===== src/rtl/channel_stream_tx.sv =====
`default_nettype none
// ============================================================================
// Module      : channel_stream_tx
// Description : Packs 4 x 16-bit channel samples into 2-beat AXI-Stream
//               frames. Samples are held in a 2-entry FIFO. A sample that
//               arrives while the FIFO is full is dropped and counted. A
//               one-cycle block_flag pulse is generated every SAMPLING_RATE
//               frames that are sent.
// Ports       : m_axis_aclk / m_axis_aresetn - clock, sync active-low reset
//               sample_valid, ch1..ch4_data  - sample strobe and channel data
//               m_axis_tvalid/tready/tdata/tlast - AXI-Stream master
//               overflow, drop_count          - sticky drop flag, drop count
//               block_flag                    - pulse every SAMPLING_RATE frames
// Revision    : 1.0 - initial release
// ============================================================================
module channel_stream_tx #(
    parameter int C_M_AXIS_TDATA_WIDTH = 32,
    parameter int SAMPLING_RATE        = 500
) (
    input  logic                            m_axis_aclk,
    input  logic                            m_axis_aresetn,
    input  logic                            sample_valid,
    input  logic [15:0]                     ch1_data,
    input  logic [15:0]                     ch2_data,
    input  logic [15:0]                     ch3_data,
    input  logic [15:0]                     ch4_data,
    output logic                            m_axis_tvalid,
    input  logic                            m_axis_tready,
    output logic [C_M_AXIS_TDATA_WIDTH-1:0] m_axis_tdata,
    output logic                            m_axis_tlast,
    output logic                            overflow,
    output logic [15:0]                     drop_count,
    output logic                            block_flag
);

    localparam logic [31:0] C_RATE = 32'(SAMPLING_RATE);

    typedef enum logic [1:0] {
        IDLE  = 2'd0,
        BEAT0 = 2'd1,
        BEAT1 = 2'd2
    } state_t;

    state_t      r_state;
    state_t      w_state_next;

    logic [63:0] r_mem [2];
    logic        r_rd_ptr;
    logic        r_wr_ptr;
    logic [1:0]  r_count;
    logic [31:0] r_frame_cnt;

    logic        w_pop;
    logic        w_full_after_pop;
    logic        w_capture;
    logic        w_drop;
    logic [1:0]  w_left_after_pop;
    logic [1:0]  w_count_next;
    logic [63:0] w_sample;
    logic [63:0] w_head;
    logic [31:0] w_frame_inc;

    assign w_sample = {ch4_data, ch3_data, ch2_data, ch1_data};

    // The beat1 handshake frees a slot in the same cycle, so the full test
    // looks at occupancy after that pop.
    assign w_pop            = (r_state == BEAT1) && m_axis_tready;
    assign w_left_after_pop = r_count - {1'b0, w_pop};
    assign w_full_after_pop = (w_left_after_pop == 2'd2);
    assign w_capture        = sample_valid && !w_full_after_pop;
    assign w_drop           = sample_valid && w_full_after_pop;
    assign w_count_next     = w_left_after_pop + {1'b0, w_capture};
    assign w_frame_inc      = r_frame_cnt + 32'd1;

    // Head entry as it will be after this cycle's pop/push. When the FIFO
    // drains to empty by the pop, the only possible head is the sample
    // being captured right now (bypass for latency-1 start).
    always_comb begin
        w_head = r_mem[r_rd_ptr ^ w_pop];
        if (w_left_after_pop == 2'd0) begin
            w_head = w_sample;
        end
    end

    always_comb begin
        w_state_next = r_state;
        case (r_state)
            IDLE: begin
                if ((r_count != 2'd0) || w_capture) begin
                    w_state_next = BEAT0;
                end
            end
            BEAT0: begin
                if (m_axis_tready) begin
                    w_state_next = BEAT1;
                end
            end
            BEAT1: begin
                if (m_axis_tready) begin
                    w_state_next = (w_count_next != 2'd0) ? BEAT0 : IDLE;
                end
            end
            default: w_state_next = IDLE;
        endcase
    end

    always_ff @(posedge m_axis_aclk) begin
        if (!m_axis_aresetn) begin
            r_state       <= IDLE;
            r_rd_ptr      <= 1'b0;
            r_wr_ptr      <= 1'b0;
            r_count       <= 2'd0;
            r_frame_cnt   <= 32'd0;
            m_axis_tvalid <= 1'b0;
            m_axis_tdata  <= '0;
            m_axis_tlast  <= 1'b0;
            overflow      <= 1'b0;
            drop_count    <= 16'd0;
            block_flag    <= 1'b0;
        end else begin
            r_state       <= w_state_next;
            r_count       <= w_count_next;
            m_axis_tvalid <= (w_state_next != IDLE);

            if (w_pop) begin
                r_rd_ptr <= ~r_rd_ptr;
            end
            if (w_capture) begin
                r_wr_ptr <= ~r_wr_ptr;
            end

            // Output beat is registered from the head; it cannot change while
            // stalled because the head only moves on a beat1 handshake.
            if (w_state_next == BEAT0) begin
                m_axis_tdata <= w_head[31:0];
                m_axis_tlast <= 1'b0;
            end else if (w_state_next == BEAT1) begin
                m_axis_tdata <= w_head[63:32];
                m_axis_tlast <= 1'b1;
            end

            if (w_drop) begin
                overflow <= 1'b1;
                if (drop_count != 16'hFFFF) begin
                    drop_count <= drop_count + 16'd1;
                end
            end

            block_flag <= 1'b0;
            if (w_pop) begin
                if (w_frame_inc == C_RATE) begin
                    r_frame_cnt <= 32'd0;
                    block_flag  <= 1'b1;
                end else begin
                    r_frame_cnt <= w_frame_inc;
                end
            end
        end
    end

    // Storage needs no reset: entries are only read after being written.
    always_ff @(posedge m_axis_aclk) begin
        if (m_axis_aresetn && w_capture) begin
            r_mem[r_wr_ptr] <= w_sample;
        end
    end

endmodule
`default_nettype wire


===== config.mk =====
export PLATFORM = sky130hd
export DESIGN_NAME = channel_stream_tx
export DESIGN_NICKNAME = d
export VERILOG_FILES = /design/src/rtl/channel_stream_tx.sv
export SDC_FILE = /design/constraint.sdc
export NUM_CORES = 1
export LEC_CHECK = 0
export ABC_AREA = 1
export CAP_MARGIN = 20
export CORE_MARGIN = 8
export CORE_UTILIZATION = 25
export CTS_BUF_LIST = sky130_fd_sc_hd__clkbuf_8
export CTS_CLUSTER_DIAMETER = 200
export DETAILED_ROUTE_END_ITERATION = 12
export PLACE_DENSITY_LB_ADDON = 0.2
export SKIP_CTS_REPAIR_TIMING = 1
export SYNTH_ARGS = -nofsm -noshare
export SYNTH_HDL_FRONTEND = slang
export SYNTH_SLANG_ARGS = --single-unit

===== constraint.sdc =====
create_clock -name m_axis_aclk -period 9 [get_ports m_axis_aclk]
set_input_delay 0.9 -clock m_axis_aclk [delete_from_list [all_inputs] [get_ports m_axis_aclk]]
set_output_delay 0.9 -clock m_axis_aclk [all_outputs]
set_load 0.05 [all_outputs]

==> results_dict.tcl <==
set metrics [dict create \
    finalSetupViolCount 0 \
    async_reset_ff_share_pct 0 \
    max-slew-margin-rel_pct 30.9 \
    worstSetupPathType "input pin to flop" \
    status "complete, no violations" \
    ant_nets 0 \
    maxCapViolCount 0 \
    grt_max_degree 103 \
    finalCritPeriodShare_pct 50.2 \
    ys_ff_latch 218 \
    fp.dieW_um 215 \
    synth-warning-count 0 \
    io_pins 120 \
    skew_ns 0.0253 \
    area_delta_synth_final_pct 24.9 \
    via_count 7997 \
    antenna_found_initial 3 \
    cts_tree "done" \
    rsz0062_at_grt "no" \
    avgSynthCellArea_sq_um 9.06 \
    sequentialPowerShare_pct 43.0 \
    cts_buffers 42 \
    worstPathArrival_ns 4.95 \
    dieHeight_um 215 \
    start_util_pct 25.4 \
    multiInputGateArea_sq_um 3740 \
    synth_cells 1089 \
    seq_area_sq_um 5650 \
    grt_usage_pct 12.4 \
    cp_max_fo 48 \
    synth.net_count 1162 \
    finalSetupTns_ns 0 \
    grt_pass1_vias 8158 \
    dp_hpwl_um 18000 \
    routed_wirelength_um 28700 \
    fin_crit_ns 4.52 \
    grt_overflow 0 \
    slew_viol_final 0 \
    power_frac_comb_pct 23.4 \
    coreArea_sq_um 38800 \
    cp.required_ns 9.43 \
    hold_class "flop to flop" \
    power.static_leakage_uw 0.00419 \
    cts_root_buf "clkbuf_8" \
    synth_edf_count 128 \
    rows 72 \
    synth_area_sq_um 9870 \
    clkPwrFrac_pct 33.7 \
    vdd_drop_max_mv 0.128 \
    critPathLaunchType "input pin" \
    cts_buffer_depth 3 \
    dp_cells 1680 \
    power.density_nw_per_um2 225 \
    synthFlopType "edfxtp_1" \
    switching_power_uw 928 \
    nFillCells 4038 \
    ys_seq_area_share_pct 57.2 \
    hold_viol 0 \
    grt_pass1_wl_um 45900 \
    gp_congestion 0.843 \
    viasPerCell 4.55 \
    synthDistinctLibCells 41 \
    fmax_mhz 221 \
    portBuffers 119 \
    cts_max_level 2 \
    clock-sinks 218 \
    drt_iter0_drc 376 \
    endpoint_kind "flop" \
    drive_gt1_share_pct 8.63 \
    tightestPinTransition_ns 1.04 \
    first_pass_iters 5 \
    nets 1279 \
    clk_latency_ns 0.59 \
    drc 0 \
    die_area_sq_um 46100 \
    internal_power_uw 1840 \
    clk_pin_slew_worst_paths_ns 0.05 \
    final_cells 1758 \
    diodes 0 \
    wl_per_cell_um 16.3 \
    p_sw_share_pct 33.5 \
]
-- synthesized netlist by cell type (5+ instances only) --
library cell | instances | share of area, %
nor2_4 | 7 | 0.80
clkbuf_1 | 25 | 0.95
buf_2 | 19 | 0.96
a211oi_1 | 18 | 1.4
buf_1 | 5 | 0.19
o211ai_1 | 37 | 2.8
nor2_2 | 7 | 0.44
inv_1 | 55 | 2.1
ha_1 | 5 | 0.63
edfxtp_1 | 128 | 39
nand4_1 | 11 | 0.70
or2_2 | 5 | 0.32
nand2_1 | 300 | 11
dfxtp_1 | 90 | 18
nor3_1 | 9 | 0.46
a21oi_1 | 33 | 1.7
o21ai_0 | 62 | 3.1
o21ai_1 | 11 | 0.56
a31oi_1 | 55 | 3.5
nand2_2 | 8 | 0.51
nor2_1 | 88 | 3.3
inv_2 | 5 | 0.19
xor2_1 | 5 | 0.44
nand3_1 | 69 | 3.5
-- critical path, cell delays in order --
cell and delay, ns:
clkdlybuf4s50_1 0.48, nand2_1 0.07, nor2_1 0.08, buf_4 0.24
inv_1 0.08, buf_4 0.29, o21ai_0 0.20, nand2_1 0.08
xor2_1 0.16, nand2_1 0.07, nand2_1 0.05, nand2_1 0.09
ha_1 0.65, clkinv_1 0.53, buf_4 0.43, o21ai_0 0.15
a31oi_1 0.07, a31oi_1 0.20, a21oi_1 0.08
-- cell usage in the layout (no fill, tap or decap), drive strengths merged --
| master | Yosys | layout |
|---|---|---|
| nand2 | 309 | 309 |
| nand4 | 11 | 11 |
| o21a | 1 | 1 |
| nor3b | 2 | 2 |
| edfxtp | 128 | 128 |
| nor3 | 11 | 11 |
| nand3b | 3 | 3 |
| clkbuf | 25 | 49 |
| xnor2 | 4 | 4 |
| a311oi | 1 | 1 |
| a211oi | 18 | 18 |
| inv | 60 | 78 |
| a21oi | 33 | 33 |
| o41ai | 1 | 1 |
| xor2 | 5 | 5 |
| dfxtp | 90 | 90 |
| nand3 | 70 | 70 |
| nor2 | 103 | 103 |
| ha | 5 | 5 |
| o21bai | 1 | 1 |
| a31oi | 55 | 55 |
| or2 | 7 | 7 |
| o21ai | 73 | 73 |
| clkdlybuf4s50 | 0 | 118 |
| nor4 | 3 | 3 |
| o211ai | 37 | 37 |
| clkinv | 1 | 11 |
| clkinvlp | 0 | 1 |
| buf | 32 | 12 |
-- flip-flops by register name (all words and copies together) (netlist names) --
name,cells
block_flag,1
r_wr_ptr,1
m_axis_tdata,32
r_rd_ptr,1
r_count,2
r_state,2
drop_count,16
m_axis_tvalid,1
r_mem,128
overflow,1
r_frame_cnt,32
m_axis_tlast,1
-- path summary, 6_finish.rpt --
path	start	endpoint	slack (ns)	cells past startpoint
max	m_axis_tready	m_axis_tdata[15]$_SDFFE_PN0P_	4.48	19
min	overflow$_SDFFE_PN0P_	overflow$_SDFFE_PN0P_	0.45	2
max reg2reg	r_state[1]$_SDFF_PN0_	m_axis_tdata[15]$_SDFFE_PN0P_	4.95	18
min reg2reg	overflow$_SDFFE_PN0P_	overflow$_SDFFE_PN0P_	0.45	2
-- power by group through the flow --
stage / Combinational (uW) / Clock [uW] / Sequential (uW)
global placement: 652 / 0 / 1210
global route: 708 / 1020 / 1200
floorplan: 267 / 0 / 1370
CTS: 662 / 974 / 1190
finish: 648 / 933 / 1190
detailed placement: 660 / 0 / 1210
-- routing by layer --
| metal | GRT usage (%) | part of all wire, % |
|---|---|---|
| met1 | 15.1 | 45 |
| met2 | 20.3 | 47 |
| met3 | 4.15 | 5.9 |
| met4 | 4.00 | 2.4 |
| met5 | 0 | 0.12 |
-- area by class of cell --
cell class	instances	share of cell area, %
flip-flops and latches	218	45.8
multi-input cells	753	30.3
well taps	518	5.26
repair buffers	130	10.3
clock buffers	49	5.47
inverters	61	1.86
clock inverters	29	1.00
-- through the flow --
step           worst slack [ns]  cell area, sq um  power, uW  hold slack (ns)  util [%]
2_1_floorplan              4.06              9870       1630            0.450         -
3_3_place_gp               3.94             11500       1870            0.443      29.7
3_5_place_dp               3.79             11500       1870            0.446      29.7
4_1_cts                    4.44             12300       2830            0.454      31.7
5_1_grt                    4.04             12300       2920            0.499      31.7
6_report                   4.48             12300       2770            0.451      31.7
-- logic make-up (layout without fill, tap and decap cells) --
logic type,after synthesis,count (layout),share of synthesized area [%]
compound gates,220,220,13.4
xor+xnor,9,9,0.799
fa+ha+maj,5,5,0.634
buf+inv,118,269,5.19
flops,218,218,57.2
simple gates,519,519,22.8
Note: power is estimated with default switching activity, not from simulation.
